==> src/rtl/grey_seq_ctrl.sv <==
// Bounded binary sequencer with grey-coded valid/ready output (one-shot, wrap, ping-pong).
// Optional GREY_SEQ_CHECK_EN adds a sticky seq_err flag for multi-bit grey steps between transfers.
module grey_seq_ctrl #(
  parameter int unsigned SIZE = 4
) (
  input  logic            clk,
  input  logic            rst,
  input  logic            start,
  input  logic            stop,
  input  logic [1:0]      mode,
  input  logic [SIZE-1:0] lo,
  input  logic [SIZE-1:0] hi,
  output logic            out_valid,
  input  logic            out_ready,
  output logic [SIZE-1:0] grey_out,
  output logic [SIZE-1:0] bin_out,
  output logic            busy,
  output logic            done,
  output logic            wrap_pulse
`ifdef GREY_SEQ_CHECK_EN
  ,
  output logic            seq_err
`endif
);

  localparam logic [1:0] MODE_WRAP = 2'd1;
  localparam logic [1:0] MODE_PING = 2'd2;

  typedef enum logic [1:0] {IDLE, RUN, DONE} state_t;

  state_t          state_q, state_d;
  logic [SIZE-1:0] lo_q, lo_d, hi_q, hi_d;
  logic [1:0]      mode_q, mode_d;
  logic            dir_q, dir_d;  // 1 = counting down (ping-pong only)
  logic [SIZE-1:0] bin_d, grey_d;
  logic            valid_d, busy_d, done_d, wrap_d;
  logic            xfer;

  assign xfer = out_valid & out_ready;

  // State and output registers
  always_ff @(posedge clk or posedge rst) begin
    if (rst) begin
      state_q    <= IDLE;
      lo_q       <= '0;
      hi_q       <= '0;
      mode_q     <= '0;
      dir_q      <= 1'b0;
      bin_out    <= '0;
      grey_out   <= '0;
      out_valid  <= 1'b0;
      busy       <= 1'b0;
      done       <= 1'b0;
      wrap_pulse <= 1'b0;
    end else begin
      state_q    <= state_d;
      lo_q       <= lo_d;
      hi_q       <= hi_d;
      mode_q     <= mode_d;
      dir_q      <= dir_d;
      bin_out    <= bin_d;
      grey_out   <= grey_d;
      out_valid  <= valid_d;
      busy       <= busy_d;
      done       <= done_d;
      wrap_pulse <= wrap_d;
    end
  end

  // Next state, next word and pulse generation
  always_comb begin
    state_d = state_q;
    lo_d    = lo_q;
    hi_d    = hi_q;
    mode_d  = mode_q;
    dir_d   = dir_q;
    bin_d   = bin_out;
    valid_d = out_valid;
    busy_d  = busy;
    done_d  = 1'b0;
    wrap_d  = 1'b0;

    case (state_q)
      IDLE: begin
        if (start) begin
          lo_d    = lo;
          hi_d    = (lo > hi) ? lo : hi;
          mode_d  = mode;
          dir_d   = 1'b0;
          bin_d   = lo;
          valid_d = 1'b1;
          busy_d  = 1'b1;
          state_d = RUN;
        end
      end
      RUN: begin
        if (stop) begin
          valid_d = 1'b0;
          busy_d  = 1'b0;
          state_d = IDLE;
        end else if (xfer) begin
          if (!dir_q) begin
            if (bin_out < hi_q) begin
              bin_d = bin_out + SIZE'(1);
            end else if (mode_q == MODE_WRAP) begin
              bin_d  = lo_q;
              wrap_d = 1'b1;
            end else if (mode_q == MODE_PING) begin
              dir_d  = 1'b1;
              bin_d  = (lo_q == hi_q) ? hi_q : hi_q - SIZE'(1);
              wrap_d = 1'b1;
            end else begin
              valid_d = 1'b0;
              busy_d  = 1'b0;
              done_d  = 1'b1;
              state_d = DONE;
            end
          end else begin
            if (bin_out > lo_q) begin
              bin_d = bin_out - SIZE'(1);
            end else begin
              dir_d  = 1'b0;
              bin_d  = (lo_q == hi_q) ? lo_q : lo_q + SIZE'(1);
              wrap_d = 1'b1;
            end
          end
        end
      end
      DONE:    state_d = IDLE;
      default: state_d = IDLE;
    endcase

    grey_d = bin_d ^ (bin_d >> 1);
  end

`ifdef GREY_SEQ_CHECK_EN
  logic [SIZE-1:0] prev_grey;
  logic            have_prev;
  logic            skip_next;
  logic            full_range;
  logic            multi_bit;

  assign full_range = (lo_q == '0) && (hi_q == '1);
  assign multi_bit  = $countones(grey_out ^ prev_grey) > 1;

  // A wrap-mode wrap over a partial range is a legal multi-bit jump; exempt the transfer after it
  always_ff @(posedge clk or posedge rst) begin
    if (rst) begin
      prev_grey <= '0;
      have_prev <= 1'b0;
      skip_next <= 1'b0;
      seq_err   <= 1'b0;
    end else if (state_q == IDLE && start) begin
      have_prev <= 1'b0;
      skip_next <= 1'b0;
      seq_err   <= 1'b0;
    end else if (xfer) begin
      if (have_prev && !skip_next && multi_bit) seq_err <= 1'b1;
      prev_grey <= grey_out;
      have_prev <= 1'b1;
      skip_next <= wrap_d && (mode_q == MODE_WRAP) && !full_range;
    end
  end
`endif

endmodule

==> config.mk <==
export PLATFORM = sky130hd
export DESIGN_NAME = grey_seq_ctrl
export DESIGN_NICKNAME = d
export VERILOG_FILES = /design/src/rtl/grey_seq_ctrl.sv
export SDC_FILE = /design/constraint.sdc
export NUM_CORES = 1
export LEC_CHECK = 0
export CAP_MARGIN = 40
export CORE_MARGIN = 5
export CORE_UTILIZATION = 45
export DETAILED_ROUTE_END_ITERATION = 6
export PLACE_DENSITY = 0.69
export SLEW_MARGIN = 20
export SYNTH_ARGS = -nofsm -noshare
export SYNTH_HDL_FRONTEND = slang
export SYNTH_SLANG_ARGS = --single-unit
==> constraint.sdc <==
create_clock -name clk -period 4.3 [get_ports clk]
set_clock_uncertainty 0.05 [all_clocks]
set_input_delay 0.645 -clock clk [delete_from_list [all_inputs] [get_ports clk]]
set_output_delay 0.645 -clock clk [all_outputs]
set_load 0.02 [all_outputs]
## Word-level counts from Yosys, hierarchy flattened

Cells that the tools add are included.

| word-level totals | value |
|---|---|
| register bits after elaboration | 24 |
| latch bits | 0 |
| memory bits (writable) | 0 |
| bits in read-only memories | 0 |
| output and inout bits | 12 |
| logic and storage cells | 88 |
| memories kept | 0 |

| cells by class | value |
|---|---|
| $add $sub $neg | 4 |
| $mul | 0 |
| div/mod/pow operators | 0 |
| magnitude comparators | 3 |
| equal/unequal tests | 12 |
| shift operators | 0 |
| multiplexer cells | 51 |
| bitwise logic cells | 2 |
| reductions and logical operators | 6 |

Operators by type and width:

| cell | count |
|---|---|
| $mux 4 | 11 |
| $mux 1 | 29 |
| $ne 3x3->1 const B | 5 |
| $mux 2 | 7 |
| $add 4x1->4 const B | 2 |
| $gt 4x4->1 | 2 |
| $pmux 4 s2 | 1 |
| $sub 4x1->4 const B | 2 |
| $reduce_and 7->1 | 1 |
| $ne 2x2->1 const B | 3 |
| $reduce_and 6->1 | 1 |
| $eq 2x1->1 const B | 2 |
| $eq 4x4->1 | 1 |
| $lt 4x4->1 | 1 |
| $pmux 1 s2 | 2 |
| $pmux 2 s2 | 1 |
| $reduce_and 4->1 | 1 |
| $xor 4x3->4 | 1 |
| $eq 2x2->1 const B | 1 |
| $logic_not 2->1 | 1 |
| $reduce_and 2->1 | 1 |
| $reduce_bool 2->1 | 1 |
| $and 1x1->1 | 1 |

## Depth between registers and ports, before layout

Gate-level depths: netlist of the first run.

| logic depth | value |
|---|---|
| depth after elaboration | 10 |
| depth in mapped cells | 10 |

## Worst setup path after synthesis of the first run

Ideal clock, no wire load.

| timing | value |
|---|---|
| path kind | reg-to-reg |
| start point | register bin_out[0] |
| end point | register grey_out[1] |
| library setup time | 0.139 ns |
| arrival time | 2.113 ns |
| required time | 4.111 ns |
| setup slack | 1.997 ns |
| cell stages (with the launch flop) | 9 |
| period minus slack after synthesis | 2.303 ns |
| cell sequence | dfrtp_1 > inv_1 > ha_1 > nand4_1 > o21ai_0 > a21oi_2 > o2111ai_1 > a221o_2 > xor2_1 |

| between the ends | value |
|---|---|
| cells in the longest elaborated chain, start to end | 7 |
| elaborated cells on any way between the ends | 11 |
| classes of those cells | add/sub (2); order compare (2); mux (6); bitwise (1) |

RTL lines:

| element | RTL line | RTL |
|---|---|---|
| start: declaration | 16 | `output logic [SIZE-1:0] bin_out,` |
| start signal: assignment | 61 | `bin_out <= bin_d;` |
| $add 4x1->4, or another cell as far along | 104 | `bin_d = bin_out + SIZE'(1);` |
| $mux 4 (on tied branches) | 103, 119 |  |
| $mux 4 (*) | 102 | `if (!dir_q) begin` |
| $mux 4 (*) | 101 | `end else if (xfer) begin` |
| $mux 4 (*) | 97 | `if (stop) begin` |
| $pmux 4 s2 (*) | 83 | `case (state_q)` |
| net bin_d[2] | 35 | `logic [SIZE-1:0] bin_d, grey_d;` |
| $xor 4x3->4 (*) | 133 | `grey_d = bin_d ^ (bin_d >> 1);` |
| net grey_d[1] | 35 |  |
| end signal: assignment | 62 | `grey_out <= grey_d;` |
| end: declaration | 15 | `output logic [SIZE-1:0] grey_out,` |

The timed path passes the listed nets; every way through them passes the cells marked *.
A chain may end at the register's enable or synchronous reset.

## Worst setup path after layout of the first run

Same ends and word-level chain as after synthesis.

==> flow_summary.toml, run 1 <==
[outcome]
status = "completed"

[grt]
grt.total_usage_pct = 17.57
grt_pass1_vias = 1603
grt_start_max_net_pins = 20
grt_pass1_wl_um = 7479
grt_antenna_before_repair = 0
gr-total-overflow = 0

[clock_network]
cts-hold-fix-buffers = 0
cts_tree = "done"
post_cts_buffers = 0
cts-root-buf = "clkbuf_8"
cts.sinks = 23
clk_pin_slew_ns = 0.08
cts_max_level = 1
cts_buffer_depth = 2
cts_made_buffers = 3
cts_resized = 0
clk_latency_ns = 0.28

[power]
power_frac_clock_pct = 9.5
seqPwrFrac_pct = 28.7
p_int_w = 0.0007795
power_switching_w = 0.0007208
vdd_drop_max_v = 0.0002909
p_sw_share_pct = 48.04
p_leak_nw = 0.9858
power.density_nw_per_um2 = 687.9
combPwrFrac_pct = 61.9

[drt]
viasPerCell = 5.636
wirelength_um = 4399
firstDrtPassIters = 4
drtAntennaViolNets = 0
route.detailed.drc = 0
drt-initial-drc-count = 117
vias = 1595
wire_per_inst_um = 15.54

[synth]
synth-simple-area-share_pct = 16.04
synthesis.nets = 242
synth_compound_area_share_pct = 19.88
ys_types = 46
synthAdderAreaFrac_pct = 11.46
synthCells = 210
synth_xor_area_share_pct = 6.604
synthArstFlopShare_pct = 100.0
synth_edf_count = 0
synth_top_family_by_area = "compound AO/OA/AOI/OAI gates"
synth_area_sq_um = 1857
ys_seq_area_share_pct = 31.00
avgSynthCellArea_sq_um = 8.842
ys_ff_latch = 23
yosysWarnings = 0
synth-main-ff-cell = "dfrtp_1"
yosys-mux-area-fraction_pct = 7.143

[timing]
maxSlewViolCount = 0
rsz0062_at_grt = "no"
worst_pin_slew_ns = 0.4714
post-route-min-period_ns = 2.697
finalCritPeriodShare_pct = 62.73
hold_violations = 0
max_slew_margin_pct = 68.57
setup_viol = 0
fmaxAchievable_mhz = 370.7
tns_ns = 0
worst_slack_ns = 1.603

[placed_design]
portBuffers = 26
gp_congestion = 0.8718
place_ws_ns = 1.587
dp_hpwl_um = 3403

[worst_setup_path]
crit_end = "grey_out[1]"
r2r-start = "bin_out[0]"
critPathLaunchType = "flop"
worstPathArrival_ns = 2.85
worstPathRequired_ns = 4.45
reg2reg_to = "grey_out[1]"
timing.reg2reg.setup_slack_ns = 1.60
worstSetupEndpointType = "flop"
startpoint = "bin_out[0]"
critical_path_class = "reg2reg"
critPathMaxFanout = 9
reg2reg_depth = 9

[final_layout]
antenna_cells = 0
final_nets = 266
area_growth_pct = 17.45
drive_gt1_share_pct = 6.438

[run]
cap_violations = 0

[die]
die_area_sq_um = 5511
num_rows = 23
coreArea_sq_um = 4000
chipWidth_um = 74.24
start_util_pct = 46.42
pin_count = 27
fp.dieH_um = 74.24

[worst_hold_path]
hp-class = "reg2reg"
layout by cell type (no fill, tap or decap), drive strengths merged, types with 6 or more instances in the layout:
cell	count
nand2	13
clkdlybuf4s50	26
mux2i	11
dfrtp	23
nor2	21
nor2b	6
xor2	6
inv	19
xnor2	8
o21ai	17
ha	17
a21oi	16
layout make-up:
class,count,area [sq um]
clock buffer,3,41.29
clock inverter,1,5.005
fill,401,1819
inverter,19,71.32
multi-input combinational,158,1135
sequential,23,575.6
tap,50,62.56
timing repair buffer,29,290.3
Yosys cell counts (2+ instances only):
cell type | instances | area, sq um
dfrtp_1 | 23 | 575.6
nor2_1 | 21 | 78.83
inv_1 | 19 | 71.32
ha_1 | 17 | 212.7
o21ai_0 | 16 | 80.08
a21oi_1 | 15 | 75.07
nand2_1 | 13 | 48.80
mux2i_1 | 11 | 110.1
xnor2_1 | 8 | 70.07
nor2b_1 | 6 | 37.54
xor2_1 | 6 | 52.55
a211oi_1 | 5 | 37.54
buf_4 | 3 | 22.52
buf_6 | 3 | 33.78
clkbuf_1 | 3 | 11.26
nand4_1 | 3 | 18.77
nor3_1 | 3 | 15.01
a2bb2oi_1 | 2 | 17.52
a31oi_1 | 2 | 12.51
and2b_2 | 2 | 17.52
nand2b_1 | 2 | 12.51
nor4_1 | 2 | 12.51
o2111ai_1 | 2 | 17.52
stage by stage:
step / instance area, sq um / std cells / utilization, % / hold WS, ns / power [W]
after global routing: 2181 / 283 / 54.52 / 0.5629 / 0.001638
after detailed placement: 2135 / 279 / 53.36 / 0.5217 / 0.001353
after global placement: 2112 / 277 / 52.80 / 0.5076 / 0.001325
after CTS: 2181 / 283 / 54.52 / 0.5369 / 0.001503
final: 2181 / 283 / 54.52 / 0.5268 / 0.001500
after floorplan: 1857 / 210 / - / 0.4539 / 0.001115
cell families (layout without fill, tap and decap cells):
group | count (synthesis) | count (layout)
xor gates and xnor gates | 14 | 14
and+or+nand+nor | 58 | 58
muxes | 13 | 13
buffers and inverters | 29 | 52
AOI/OAI and AO/OA | 56 | 56
DFF | 23 | 23
adders and majority gates | 17 | 17
flip-flops by register name (all words and copies together), names as in the netlist:
register    cells
bin_out         4
hi_q            4
lo_q            4
grey_out        3
mode_q          2
state_q         2
busy            1
dir_q           1
done            1
wrap_pulse      1
power groups by stage:
stage | Combinational, W | Clock, W | Sequential [W]
6_report | 0.000928 | 0.000142 | 0.000430
5_1_grt | 0.00104 | 0.000153 | 0.000446
4_1_cts | 0.000930 | 0.000144 | 0.000428
3_5_place_dp | 0.000920 | 0 | 0.000433
3_3_place_gp | 0.000895 | 0 | 0.000429
2_1_floorplan | 0.000694 | 0 | 0.000421
worst max-delay path: stages (launching register included):
cell	delay (ns)
dfrtp_1	0.54
inv_1	0.18
ha_1	0.33
nand4_1	0.08
o21ai_0	0.10
a21oi_2	0.38
mux2i_1	0.27
mux2i_1	0.12
o31ai_2	0.39
xor2_1	0.19
layer usage:
layer  vias up  GRT usage, %  routed length, um
li1        788             -                  -
met1       754         22.54               2032
met2        48         30.12               2054
met3         5         3.108                269
met4         0         5.534                 42
met5         -             0                  0
how the worst min path moves through the flow:
stage,startpoint,endpoint,slack [ns],depth (start not counted)
floorplan,state_q[1],state_q[0],0.45,1
global placement,mode_q[0],mode_q[0],0.51,2
detailed placement,mode_q[1],mode_q[1],0.52,2
CTS,mode_q[1],mode_q[1],0.54,2
global route,mode_q[1],mode_q[1],0.56,2
finish,mode_q[1],mode_q[1],0.53,2
Power figures use the tool's default switching activity.
==> run 2, diff against run 1 <==
--- a/config.mk
+++ b/config.mk
@@ -9,7 +9,7 @@
 export CORE_MARGIN = 5
 export CORE_UTILIZATION = 45
 export DETAILED_ROUTE_END_ITERATION = 6
-export PLACE_DENSITY = 0.69
+export PLACE_DENSITY = 0.72
 export SLEW_MARGIN = 20
 export SYNTH_ARGS = -nofsm -noshare
 export SYNTH_HDL_FRONTEND = slang
==> constraint.sdc (replaced) <==
create_clock -name clk -period 2.4 [get_ports clk]
set_clock_uncertainty 0.05 [all_clocks]
set_input_delay 0.36 -clock clk [delete_from_list [all_inputs] [get_ports clk]]
set_output_delay 0.36 -clock clk [all_outputs]
set_load 0.02 [all_outputs]
==> flow_summary.toml, run 2 (synthesized netlist as in run 1, its figures left out) <==
[worst_setup_path]
worstPathRequired_ns = 2.49
critPathLaunchType = "flop"
reg2reg_depth = 8
worstSetupEndpointType = "flop"
worstPathArrival_ns = 2.43
critical_path_class = "reg2reg"
critPathMaxFanout = 7

[clock_network]
cts_tree = "done"
cts_buffer_depth = 2
cts-root-buf = "clkbuf_8"
cts-hold-fix-buffers = 0
cts_max_level = 1
cts.sinks = 23
cts_made_buffers = 3
clk_pin_slew_ns = 0.08
clk_latency_ns = 0.27

[die]
fp.dieH_um = 74.24
start_util_pct = 46.42
num_rows = 23
chipWidth_um = 74.24
pin_count = 27
coreArea_sq_um = 4000
die_area_sq_um = 5511

[final_layout]
area_growth_pct = 28.77
drive_gt1_share_pct = 16.80
final_cell_mix = "clkdlybuf4s50_1, buf_4, dfrtp_1"
top_regs = "bin_out x4, hi_q x4, lo_q x4"
antenna_cells = 0
final_nets = 289
fin_area_sq_um = 2391

[timing]
maxSlewViolCount = 0
max_slew_margin_pct = 72.47
setup_viol = 0
hold_violations = 0
finalCritPeriodShare_pct = 97.41
worst_pin_slew_ns = 0.4130
post-route-min-period_ns = 2.338
fmaxAchievable_mhz = 427.8
worst_slack_ns = 0.06224

[drt]
firstDrtPassIters = 4
vias = 1706
drt-initial-drc-count = 147
viasPerCell = 5.575
wire_per_inst_um = 15.64
drtAntennaViolNets = 0
route.detailed.drc = 0
wirelength_um = 4786

[grt]
grt.total_usage_pct = 17.64
gr-total-overflow = 0
grt_pass1_wl_um = 7341
grt_pass1_vias = 1542
grt_antenna_before_repair = 0
grt_start_max_net_pins = 24

[power]
vdd_drop_max_v = 0.0004155
finalPower_w = 0.003116
p_leak_nw = 1.095
power.density_nw_per_um2 = 1303

[placed_design]
portBuffers = 26
dp_hpwl_um = 3609
gp_congestion = 0.9098
place_ws_ns = 0.009680
placed_cell_area_sq_um = 2277

[worst_hold_path]
hp-class = "in2async"

[run]
cap_violations = 0

[outcome]
status = "completed"
run 2: changes by cell type in the layout (fill, tap and decap cells not counted), sizes merged:
cell    change
clkbuf      +1
buf        +23
clkinv      -1
run 2: layout make-up:
cell class | count | area [sq um]
clock buffers | 4 | 45.04
multi-input cells | 158 | 1181
repair buffers | 52 | 455.4
well taps | 50 | 62.56
fillers | 349 | 1609
flip-flops and latches | 23 | 575.6
inverters | 19 | 71.32
run 2: metal layers:
metal	vias up	global-route usage [%]	routed length, um
met1	804	23.40	2116
met4	0	6.522	74
met2	68	29.82	2299
met3	4	1.757	294
met5	-	0	0
li1	830	-	-
run 2: path summary, 6_finish.rpt:
check,start,end,slack (ns)
max in group asynchronous,rst,bin_out[3],1.69
setup reg to reg,bin_out[2],grey_out[2],0.06
min in group clk,mode_q[1],mode_q[1],0.53
hold / removal,rst,state_q[0],0.38
hold reg to reg,mode_q[1],mode_q[1],0.53
setup / recovery,bin_out[2],grey_out[2],0.06
run 2: critical path, cell delays in order (launching register included):
cell	delay, ns
dfrtp_1	0.42
ha_1	0.30
o21a_1	0.16
o2bb2ai_1	0.12
buf_4	0.20
mux2i_4	0.27
a31oi_4	0.10
a221o_2	0.42
xor2_1	0.18
run 2: timing repair:
action                                 4_1_cts  5_1_grt
gates resized for setup                      0       10
setup endpoints to repair                    1        3
endpoints found under the hold margin        0        0
setup buffers                                1        2
pin swaps                                    0        6
gates cloned                                 0        0
run 2: power breakdown:
part           switching [W]  total (W)  internal, W
clock               0.000130   0.000249     0.000119
sequential          0.000137   0.000667     0.000531
combinational        0.00118    0.00220      0.00102
run 2: stage by stage:
| step | utilization, % | cells | hold slack [ns] | TNS, ns |
|---|---|---|---|---|
| 4_1_cts | 58.24 | 304 | 0.3894 | 0 |
| 3_3_place_gp | 56.93 | 299 | 0.5096 | 0 |
| 3_5_place_dp | 56.93 | 299 | 0.5208 | 0 |
| 2_1_floorplan | - | 210 | 0.3119 | 0 |
| 6_report | 59.77 | 306 | 0.3758 | 0 |
| 5_1_grt | 59.77 | 306 | 0.4026 | -0.008903 |
==> run 3, diff against run 2 <==
--- a/config.mk
+++ b/config.mk
@@ -6,7 +6,7 @@
 export NUM_CORES = 1
 export LEC_CHECK = 0
 export CAP_MARGIN = 40
-export CORE_MARGIN = 5
+export CORE_MARGIN = 2
 export CORE_UTILIZATION = 45
 export DETAILED_ROUTE_END_ITERATION = 6
 export PLACE_DENSITY = 0.72
==> flow_summary.toml, run 3 (synthesized netlist as in run 1, its figures left out) <==
[outcome]
status = "completed"

[final_layout]
final_nets = 290
fin_cells = 307
nFillCells = 373
antenna_cells = 0
top_regs = "bin_out x4, hi_q x4, lo_q x4"
area_growth_pct = 27.83
final_common_cell = "buf_4"
final_cell_mix = "buf_4, clkdlybuf4s50_1, dfrtp_1"
fin_area_sq_um = 2374
drive_gt1_share_pct = 17.12

[worst_setup_path]
timing.reg2reg.setup_slack_ns = 0.13
max_stage_delay_ns = 0.42
crit_end = "grey_out[0]"
cp_cell_sequence = "inv_1, ha_1, o21a_1, o2bb2ai_1, buf_4, mux2_4, mux2i_2, o31ai_2, buf_4, xor2_1"
worstPathArrival_ns = 2.36
reg2reg_to = "grey_out[0]"
r2r-start = "hi_q[3]"
worstSetupEndpointType = "flop"
critPathMaxFanout = 7
slowest_stage = "dfrtp_1"
critPathLaunchType = "flop"
crit_top_cell = "buf_4"
worstPathRequired_ns = 2.48
path_buf_inv = 3
reg2reg_depth = 10
critical_path_class = "reg2reg"
crit_cells = 10
startpoint = "hi_q[3]"
cp_top_family = "multiplexers"

[die]
num_rows = 23
die_area_sq_um = 4656
coreArea_sq_um = 3971
pin_count = 27
fp.dieH_um = 68.24
start_util_pct = 46.75
chipWidth_um = 68.24

[clock_network]
cts_buffer_depth = 2
cts_tree = "done"
cts-root-buf = "clkbuf_8"
clk_latency_ns = 0.26
cts.sinks = 23
cts_made_buffers = 3
cts-hold-fix-buffers = 0
clk_pin_slew_ns = 0.08
cts_max_level = 1

[drt]
wire_per_inst_um = 14.55
wirelength_um = 4466
route.detailed.drc = 0
vias = 1700
firstDrtPassIters = 4
drtAntennaViolNets = 0
drt-initial-drc-count = 90
viasPerCell = 5.537

[grt]
gr-total-overflow = 0
grt_pass1_wl_um = 7024
grt.total_usage_pct = 20.37
grt_start_max_net_pins = 24
grt_antenna_before_repair = 0
grt_pass1_vias = 1526

[timing]
post-route-min-period_ns = 2.274
tns_ns = 0
max_slew_margin_pct = 72.97
holdWs_ns = 0.3891
worst_pin_slew_ns = 0.4055
rsz0062_at_grt = "no"
finalCritPeriodShare_pct = 94.73
setup_viol = 0
maxSlewViolCount = 0
hold_violations = 0
fmaxAchievable_mhz = 439.8

[placed_design]
portBuffers = 26
gp_congestion = 0.8676
dp_hpwl_um = 3470
dp_cells = 297
placed_cell_area_sq_um = 2262

[power]
vdd_drop_max_v = 0.0005170
p_leak_nw = 1.100
power.density_nw_per_um2 = 1273

[worst_hold_path]
hp-class = "in2async"

[run]
cap_violations = 0
## run 3: worst min-delay path by stage
| stage | startpoint | to | slack, ns | cells past startpoint |
|---|---|---|---|---|
| final | rst | done | 0.39 | 3 |
| after global routing | rst | lo_q[0] | 0.44 | 3 |
| after CTS | rst | busy | 0.39 | 3 |
| after detailed placement | mode_q[1] | mode_q[1] | 0.52 | 2 |
| after global placement | mode_q[0] | mode_q[0] | 0.51 | 2 |
| after floorplan | rst | bin_out[0] | 0.31 | 1 |
## run 3: report_power, final
| part | switching (W) | internal, W |
|---|---|---|
| clock network | 0.000119 | 0.000118 |
| logic | 0.00110 | 0.00101 |
| registers | 0.000147 | 0.000533 |
| total | 0.00137 | 0.00166 |
## run 3: per-stage QoR
step | total power, W | worst slack (ns) | utilization (%)
after floorplan | 0.001998 | 0.09731 | -
after global placement | 0.002578 | 0.08850 | 56.96
after detailed placement | 0.002616 | -0.0001110 | 56.96
after CTS | 0.002867 | 0.06679 | 58.10
after global routing | 0.003276 | 0.001935 | 59.77
final | 0.003021 | 0.1265 | 59.77
## run 3: what timing repair did
action,4_1_cts,5_1_grt
setup buffers,0,6
resized for setup,0,8
endpoints found under the setup margin,0,3
## run 3: routing by layer
layer | vias to the layer above | track usage (%) | routed length, um
li1 | 836 | - | -
met5 | - | 0 | 0
met1 | 801 | 27.86 | 2152
met4 | 0 | 3.750 | 32
met3 | 4 | 4.934 | 249
met2 | 59 | 32.89 | 2032
## run 3: worst reg2reg max path, stage by stage, from the launching register on
cell and delay [ns]:
dfrtp_1 0.42, inv_1 0.09, ha_1 0.27, o21a_1 0.10
o2bb2ai_1 0.13, buf_4 0.18, mux2_4 0.31, mux2i_2 0.19
o31ai_2 0.09, buf_4 0.15, xor2_1 0.15
## run 3: cell type report
type                            instances  area, sq um  share of cell area, %
Tap cell                               50        62.56                  2.636
Inverter                               19        71.32                  3.005
Sequential cell                        23        576.8                  24.30
Timing Repair Buffer                   53        462.9                  19.50
Multi-Input combinational cell        158         1155                  48.66
Clock buffer                            4        45.04                  1.898
